## config.mk

```make
export PLATFORM = sky130hd
export DESIGN_NAME = hazard_ctrl_mc
export DESIGN_NICKNAME = d
export VERILOG_FILES = /design/src/rtl/hazard_ctrl_mc.sv
export SDC_FILE = /design/constraint.sdc
export NUM_CORES = 1
export LEC_CHECK = 0
export ABC_AREA = 1
export CAP_MARGIN = 15
export CORE_MARGIN = 2
export CORE_UTILIZATION = 40
export CTS_BUF_LIST = sky130_fd_sc_hd__clkbuf_4 sky130_fd_sc_hd__clkbuf_8
export CTS_CLUSTER_DIAMETER = 40
export CTS_CLUSTER_SIZE = 20
export DETAILED_ROUTE_END_ITERATION = 10
export PLACE_DENSITY_LB_ADDON = 0.12
export SLEW_MARGIN = 0
export SYNTH_ARGS = -nofsm -noshare
export SYNTH_HDL_FRONTEND = slang
export SYNTH_SLANG_ARGS = --single-unit
```

## constraint.sdc

```tcl
create_clock -name Clk -period 2.37 [get_ports Clk]
set_input_delay 0.474 -clock Clk [delete_from_list [all_inputs] [get_ports Clk]]
set_output_delay 0.474 -clock Clk [all_outputs]
set_load 0.01 [all_outputs]
```

## src/rtl/hazard_ctrl_mc.sv

```systemverilog
// hazard_ctrl_mc: pipeline hazard controller for the 5-stage core.
// Forwards M/W results to NSRC E-stage operands, detects load-use, branch
// and long-latency (multiply) hazards, tracks one in-flight long op and
// counts decode-stall cycles with saturation.
// Ports:
//   Clk, Reset            clock (rising edge), synchronous active-low reset
//   RegWriteM/W, WA3E/M/W write enables and destinations per stage
//   MemToRegE             load in E
//   BranchTakenE, PCSrcD/E/M/W  branch and PC-write flags per stage
//   RAD, RAE, UseD        packed D/E source indices, D source valid mask
//   LongOpD, LongOpE      long-latency op in D, in E
//   FowardE               per-source operand select (10 = M, 01 = W, 00 = RF)
//   StallF, StallD, FlushD, FlushE  pipeline register control
//   LongBusy, LongWA, LongDone      long-op scoreboard status
//   StallCount            saturating count of StallD cycles
module hazard_ctrl_mc #(
    parameter int unsigned REG_BITS = 4,
    parameter int unsigned NSRC     = 3,
    parameter int unsigned MUL_LAT  = 3,
    parameter int unsigned CNT_W    = 16
) (
    input  logic                       Clk,
    input  logic                       Reset,
    input  logic                       RegWriteM,
    input  logic                       RegWriteW,
    input  logic                       MemToRegE,
    input  logic                       BranchTakenE,
    input  logic                       PCSrcD,
    input  logic                       PCSrcE,
    input  logic                       PCSrcM,
    input  logic                       PCSrcW,
    input  logic [NSRC*REG_BITS-1:0]   RAD,
    input  logic [NSRC*REG_BITS-1:0]   RAE,
    input  logic [NSRC-1:0]            UseD,
    input  logic [REG_BITS-1:0]        WA3E,
    input  logic [REG_BITS-1:0]        WA3M,
    input  logic [REG_BITS-1:0]        WA3W,
    input  logic                       LongOpD,
    input  logic                       LongOpE,
    output logic [2*NSRC-1:0]          FowardE,
    output logic                       StallF,
    output logic                       StallD,
    output logic                       FlushD,
    output logic                       FlushE,
    output logic                       LongBusy,
    output logic [REG_BITS-1:0]        LongWA,
    output logic                       LongDone,
    output logic [CNT_W-1:0]           StallCount
);

    localparam int unsigned LCNT_W = 3;
    localparam logic [LCNT_W-1:0] LAT_LOAD = LCNT_W'(MUL_LAT);
    localparam logic [CNT_W-1:0]  CNT_MAX  = '1;

    typedef enum logic {
        S_IDLE = 1'b0,
        S_BUSY = 1'b1
    } sb_state_t;

    sb_state_t             state, state_n;
    logic [LCNT_W-1:0]     lcnt, lcnt_n;
    logic [REG_BITS-1:0]   lwa, lwa_n;
    logic [CNT_W-1:0]      stall_cnt, stall_cnt_n;

    logic [2*NSRC-1:0]     fwd;
    logic                  ldr_match, raw_match;
    logic                  busy, done;
    logic                  ldr_stall, long_raw, long_struct;
    logic                  pc_wr_pending, stall_d;

    // Per-source forwarding select and D-stage source matches
    always_comb begin
        fwd       = '0;
        ldr_match = 1'b0;
        raw_match = 1'b0;
        for (int i = 0; i < NSRC; i++) begin
            if (RegWriteM && (RAE[i*REG_BITS +: REG_BITS] == WA3M)) begin
                fwd[2*i +: 2] = 2'b10;
            end else if (RegWriteW && (RAE[i*REG_BITS +: REG_BITS] == WA3W)) begin
                fwd[2*i +: 2] = 2'b01;
            end
            if (UseD[i] && (RAD[i*REG_BITS +: REG_BITS] == WA3E)) begin
                ldr_match = 1'b1;
            end
            if (UseD[i] && (RAD[i*REG_BITS +: REG_BITS] == lwa)) begin
                raw_match = 1'b1;
            end
        end
    end

    // Hazard decisions
    always_comb begin
        busy          = (state == S_BUSY);
        done          = busy && (lcnt == LCNT_W'(1));
        ldr_stall     = MemToRegE && ldr_match;
        long_raw      = busy && raw_match;
        // A long op in D may advance in the LongDone cycle (cnt == 1)
        long_struct   = LongOpD && busy && (lcnt > LCNT_W'(1));
        pc_wr_pending = PCSrcD || PCSrcE || PCSrcM;
        stall_d       = ldr_stall || long_raw || long_struct;
    end

    // Scoreboard and counter state registers
    always_ff @(posedge Clk) begin
        if (!Reset) begin
            state     <= S_IDLE;
            lcnt      <= '0;
            lwa       <= '0;
            stall_cnt <= '0;
        end else begin
            state     <= state_n;
            lcnt      <= lcnt_n;
            lwa       <= lwa_n;
            stall_cnt <= stall_cnt_n;
        end
    end

    // Scoreboard next state: a new load wins over the end-of-op clear
    always_comb begin
        state_n     = state;
        lcnt_n      = lcnt;
        lwa_n       = lwa;
        stall_cnt_n = stall_cnt;
        if (LongOpE) begin
            state_n = S_BUSY;
            lcnt_n  = LAT_LOAD;
            lwa_n   = WA3E;
        end else begin
            case (state)
                S_IDLE: begin
                    lcnt_n = '0;
                end
                S_BUSY: begin
                    if (lcnt <= LCNT_W'(1)) begin
                        state_n = S_IDLE;
                        lcnt_n  = '0;
                    end else begin
                        lcnt_n = lcnt - LCNT_W'(1);
                    end
                end
                default: begin
                    state_n = S_IDLE;
                    lcnt_n  = '0;
                end
            endcase
        end
        if (stall_d && (stall_cnt != CNT_MAX)) begin
            stall_cnt_n = stall_cnt + CNT_W'(1);
        end
    end

    // All outputs held at zero while Reset is low
    always_comb begin
        FowardE    = Reset ? fwd : '0;
        StallD     = Reset && stall_d;
        StallF     = Reset && (stall_d || pc_wr_pending);
        FlushE     = Reset && (stall_d || BranchTakenE);
        FlushD     = Reset && (pc_wr_pending || PCSrcW || BranchTakenE);
        LongBusy   = Reset && busy;
        LongDone   = Reset && done;
        LongWA     = Reset ? lwa : '0;
        StallCount = Reset ? stall_cnt : '0;
    end

endmodule

```

; After elaboration in Yosys (flattened, before gate mapping)
; Cells that the tools add are included.
[op_classes]
addsub = 2
order_cmp = 2
eq_ne = 14
muxes = 21
bitwise = 2
reduce_logical = 33
[op_table]
columns = operator, n
row1 = equality test 4 bit, 12
row2 = logical AND 1 bit, 24
row3 = "adder 16 x 1 -> 16 bit, second input constant", 1
row4 = 2-to-1 mux 16 bit, 1
row5 = "!= test 16 bit, second input constant", 1
row6 = 2-to-1 mux 1 bit, 12
row7 = logical OR 1 bit, 8
row8 = 2-to-1 mux 2 bit, 4
row9 = 2-to-1 mux 6 bit, 1
row10 = case mux 3 bit (2 select lines), 1
row11 = 2-to-1 mux 4 bit, 1
row12 = "equality test 3 x 1 -> 1 bit, second input constant", 1
row13 = "greater-than comparator 3 x 1 -> 1 bit, second input constant", 1
row14 = "<= comparator 3 x 1 -> 1 bit, second input constant", 1
row15 = 2-to-1 mux 3 bit, 1
row16 = "subtractor 3 x 1 -> 3 bit, second input constant", 1
row17 = inverter 1 bit, 2
row18 = OR reduction 2 bit, 1
[totals]
reg_bits = 24
inputBits = 51
out_inout_bits = 32
wordCells = 79

; Logic depth before layout (Yosys ltp)
[logic_depth]
word_depth = 10
ltp_mapped = 14
ltp_nobuf = 13

; Least setup slack after synthesis
; No wires, ideal clock.
[synth_timing]
path_kind = register to output
start = reg lcnt[1]
end = out StallF
arrival_ns = 1.373
required_ns = 1.896
slack_ns = 0.523
stages_incl_launch_ff = 13
n_path_buf = 1
path_cell_list = dfxtp_1 > inv_1 > ha_1 > inv_1 > nor2_1 > a21oi_1 > nand2_1 > nand2_1 > o21ai_1 > nand2_1 > buf_6 > nand2_1 > o21ai_0
[synth_via]
elab_chain_cells = 5
[synth_lines]
columns = item, line
row1 = "start, declared", 61  ; logic [LCNT_W-1:0] lcnt, lcnt_n;
row2 = "start signal, assigned", 112  ; lcnt <= lcnt_n;
row3 = greater-than comparator 3 x 1 -> 1 bit, 98  ; long_struct = LongOpD && busy && (lcnt > LCNT_W'(1));
row4 = logical AND 1 bit, 98
row5 = logical OR 1 bit, 100  ; stall_d = ldr_stall || long_raw || long_struct;
row6 = logical OR 1 bit, 156  ; StallF = Reset && (stall_d || pc_wr_pending);
row7 = logical AND 1 bit, 156
row8 = "end, declared", 41  ; output logic StallF,
; Every way passes these cells.

; Final worst setup path
[layout_timing]
start = in Reset
end = out FlushD
[layout_via]
elab_chain_cells = 1
[layout_lines]
columns = item, line
row1 = "start, declared", 23  ; input logic Reset,
row2 = logical AND 1 bit, 158  ; FlushD = Reset && (pc_wr_pending || PCSrcW || BranchTakenE);
row3 = "end, declared", 43  ; output logic FlushD,
; Every way passes these cells.

==> qor.yml <==
run_status:
  status: "complete, no violations"
clock_tree:
  clk_path_buf_depth: 2
  clk_root_buffer_cell: "clkbuf_8"
  htree_levels: 1
  cts.sinks: 24
  cts_tree: "built"
  clk_pin_slew_ns: 0.09
  clk_latency_ns: 0.27
  cts_made_buffers: 3
  cts_hold_buf: 0
worst_setup_path:
  cp_data_arrival_time_ns: 1.85
  crit_chain: "clkdlybuf4s50_1 > buf_6 > buf_4 > nand2_1 > inv_1 > clkdlybuf4s50_1"
  cp_slowest_cell: "clkdlybuf4s50_1"
  worst-path-max-fanout: 5
  crit_type: "input port to output pin"
  cp_common_cell: "clkdlybuf4s50_1"
  slowest_delay_ns: 0.52
  rrSetupSlack_ns: 0.23
  end_kind: "output pin"
  required_ns: 1.90
  setup.worst_path.start_class: "input port"
global_routing:
  grt_pass1_vias: 2431
  grt_max_degree: 29
  grt_usage: 0.201
  grt_pass1_wl_um: 10100
  overflow: 0
  antenna_found_initial: 0
drt:
  wl_per_cell_um: 11.1
  drt-total-wl_um: 6170
  route.detailed.drc: 0
  dr_total_vias: 2648
  drtIter0Drc: 105
  viasPerCell: 4.75
  ant_nets: 0
  drt_pre_antenna_iters: 4
place:
  placed_cell_area_um2: 3170
  port_buffers: 82
  place_hpwl_um: 4880
  place.gp.congestion: 0.838
  place_ws_ns: -0.524
final_layout:
  design_area_um2: 3340
  nets: 542
  antennaDiodeCount: 0
  utilization: 0.646
  area_delta_synth_final_pct: 53.4
  layout-drive-gt1-share: 0.148
power_and_ir_drop:
  powerDensity_nw_per_um2: 356
  power.total_uw: 1190
  vdd_drop_max_v: 0.000259
  leakagePower_uw: 0.00200
synth:
  synthXorXnorAreaFrac: 0.0563
  synth_top_family_by_area: "simple AND/OR/NAND/NOR gates"
  synthAdderAreaFrac: 0.0172
  synthesis.area_um2: 2180
  ys_types: 30
  synthMuxAreaShare: 0
  synthSimpleGateAreaFrac: 0.401
  synth-seq-cells: 24
  synth_nets: 437
  synth_compound_area_frac: 0.151
  ys_seq_area_frac: 0.220
  synthCells: 383
  avgSynthCellArea_um2: 5.69
  yosys_warnings: 0
sta:
  worst_pin_slew_ns: 0.327
  rsz0062_at_grt: "true"
  final.setup_skew_ns: 0.0100
  timing.final.hold_violations: 0
  max_freq_mhz: 431
  setup_ws_ns: 0.0501
  fin_crit_ns: 2.32
  max-slew-margin-rel: 0.781
  maxSlewViolCount: 0
  finalCritPeriodShare: 0.979
  setup_viol: 0
die:
  io_pins: 83
  placement_rows: 26
  start_util: 0.421
  die_w_um: 77.8
  core_um2: 5170
  dieArea_um2: 6060
  die_y_um: 77.8
hold_path:
  hold_path_class: "flop to flop"
run:
  max_cap_viol_count: 0
[per-stage QoR]
| stage | instances | hold WS (ns) | setup TNS [ns] |
|---|---|---|---|
| after floorplan | 383 | 0.436 | 0 |
| after global placement | 546 | 0.457 | -5.29 |
| after detailed placement | 546 | 0.463 | -5.52 |
| after CTS | 557 | 0.493 | 0 |
| after global routing | 557 | 0.527 | -0.0300 |
| final | 557 | 0.494 | 0 |
[kinds of logic after synthesis]
family / Yosys count
xor gates and xnor gates: 14
DFF: 24
adders and majority gates: 3
and+or+nand+nor: 209
AOI/OAI and AO/OA: 52
buffers and inverters: 81
[per-layer routing]
| metal | GRT usage | share of wire |
|---|---|---|
| met1 | 0.241 | 0.45 |
| met2 | 0.368 | 0.49 |
| met3 | 0.0465 | 0.062 |
| met4 | 0.0268 | 0.0034 |
| met5 | 0 | 0 |
[cell usage in the layout, fill, tap and decap left out, types with 3 or more instances in the layout]
master	instances
clkbuf_8	3
o21ai_1	4
nor2_1	50
nor4_1	5
ha_1	3
o21ai_0	15
dlymetal6s2s_1	18
inv_1	64
inv_2	9
nand3_1	25
nor3_1	7
buf_4	21
a21oi_2	10
a21oi_1	8
o221ai_1	3
dlygate4sd2_1	24
xnor2_1	10
buf_2	7
xor2_1	4
nand2_1	110
clkdlybuf4s50_1	31
dfxtp_1	24
o22ai_1	6
[path summary, 6_finish.rpt]
check,start,end,cells after the start
setup / recovery,Reset,FlushD,6
hold / removal,lcnt[0],lcnt[0],1
setup reg to reg,lcnt[1],stall_cnt[15],17
hold reg to reg,lcnt[0],lcnt[0],1
[worst max-delay path, delay by kind of cell]
| kind | cells | cell delay, ns |
|---|---|---|
| buffers and inverters | 5 | 1.31 |
| AND/OR/NAND/NOR | 1 | 0.05 |
[area by class of cell]
class | count | area, um^2
clock buffer | 3 | 41.3
clock inverter | 1 | 30.0
timing repair buffer | 107 | 1010
tap | 70 | 87.6
fill | 525 | 1830
multi-input combinational | 278 | 1410
inverter | 74 | 283
sequential | 24 | 480
[sequential cells by signal (all words and copies together), names as in the netlist]
signal	count
stall_cnt	16
lwa	4
lcnt	3
busy	1
[power by group]
group / internal, uW / switching, uW / leakage (uW)
combinational: 196 / 193 / 0.00177
sequential: 420 / 18.0 / 0.000196
clock: 226 / 138 / 0.0000357
[synth_stat cells]
cell type / n / area, um^2
nand3b_1: 1 / 7.51
clkbuf_1: 3 / 11.3
a21oi_1: 8 / 40.0
inv_2: 4 / 15.0
nor3_1: 9 / 45.0
o221ai_1: 3 / 26.3
xnor2_1: 10 / 87.6
buf_2: 2 / 10.0
buf_12: 1 / 20.0
nand3_2: 1 / 10.0
o22ai_1: 7 / 43.8
o21ai_0: 17 / 85.1
nor4_1: 6 / 37.5
nor2_4: 1 / 11.3
nor2_2: 2 / 12.5
nand2_4: 1 / 11.3
nand2_1: 112 / 420
a221oi_1: 2 / 17.5
ha_1: 3 / 37.5
inv_6: 1 / 8.76
o2bb2ai_1: 1 / 8.76
inv_1: 69 / 259
a21oi_2: 10 / 87.6
dfxtp_1: 24 / 480
buf_6: 1 / 11.3
nand3_1: 25 / 125
o21ai_1: 4 / 20.0
nor2_1: 50 / 188
nand4_1: 1 / 6.26
xor2_1: 4 / 35.0
[timing repair]
| action | CTS | global route |
|---|---|---|
| buffers inserted | 7 | 0 |
| pin swaps | 3 | 8 |
| setup endpoints to repair | 28 | 34 |
| gates resized for setup | 71 | 35 |
No activity file was read; power rests on OpenSTA's default activity.
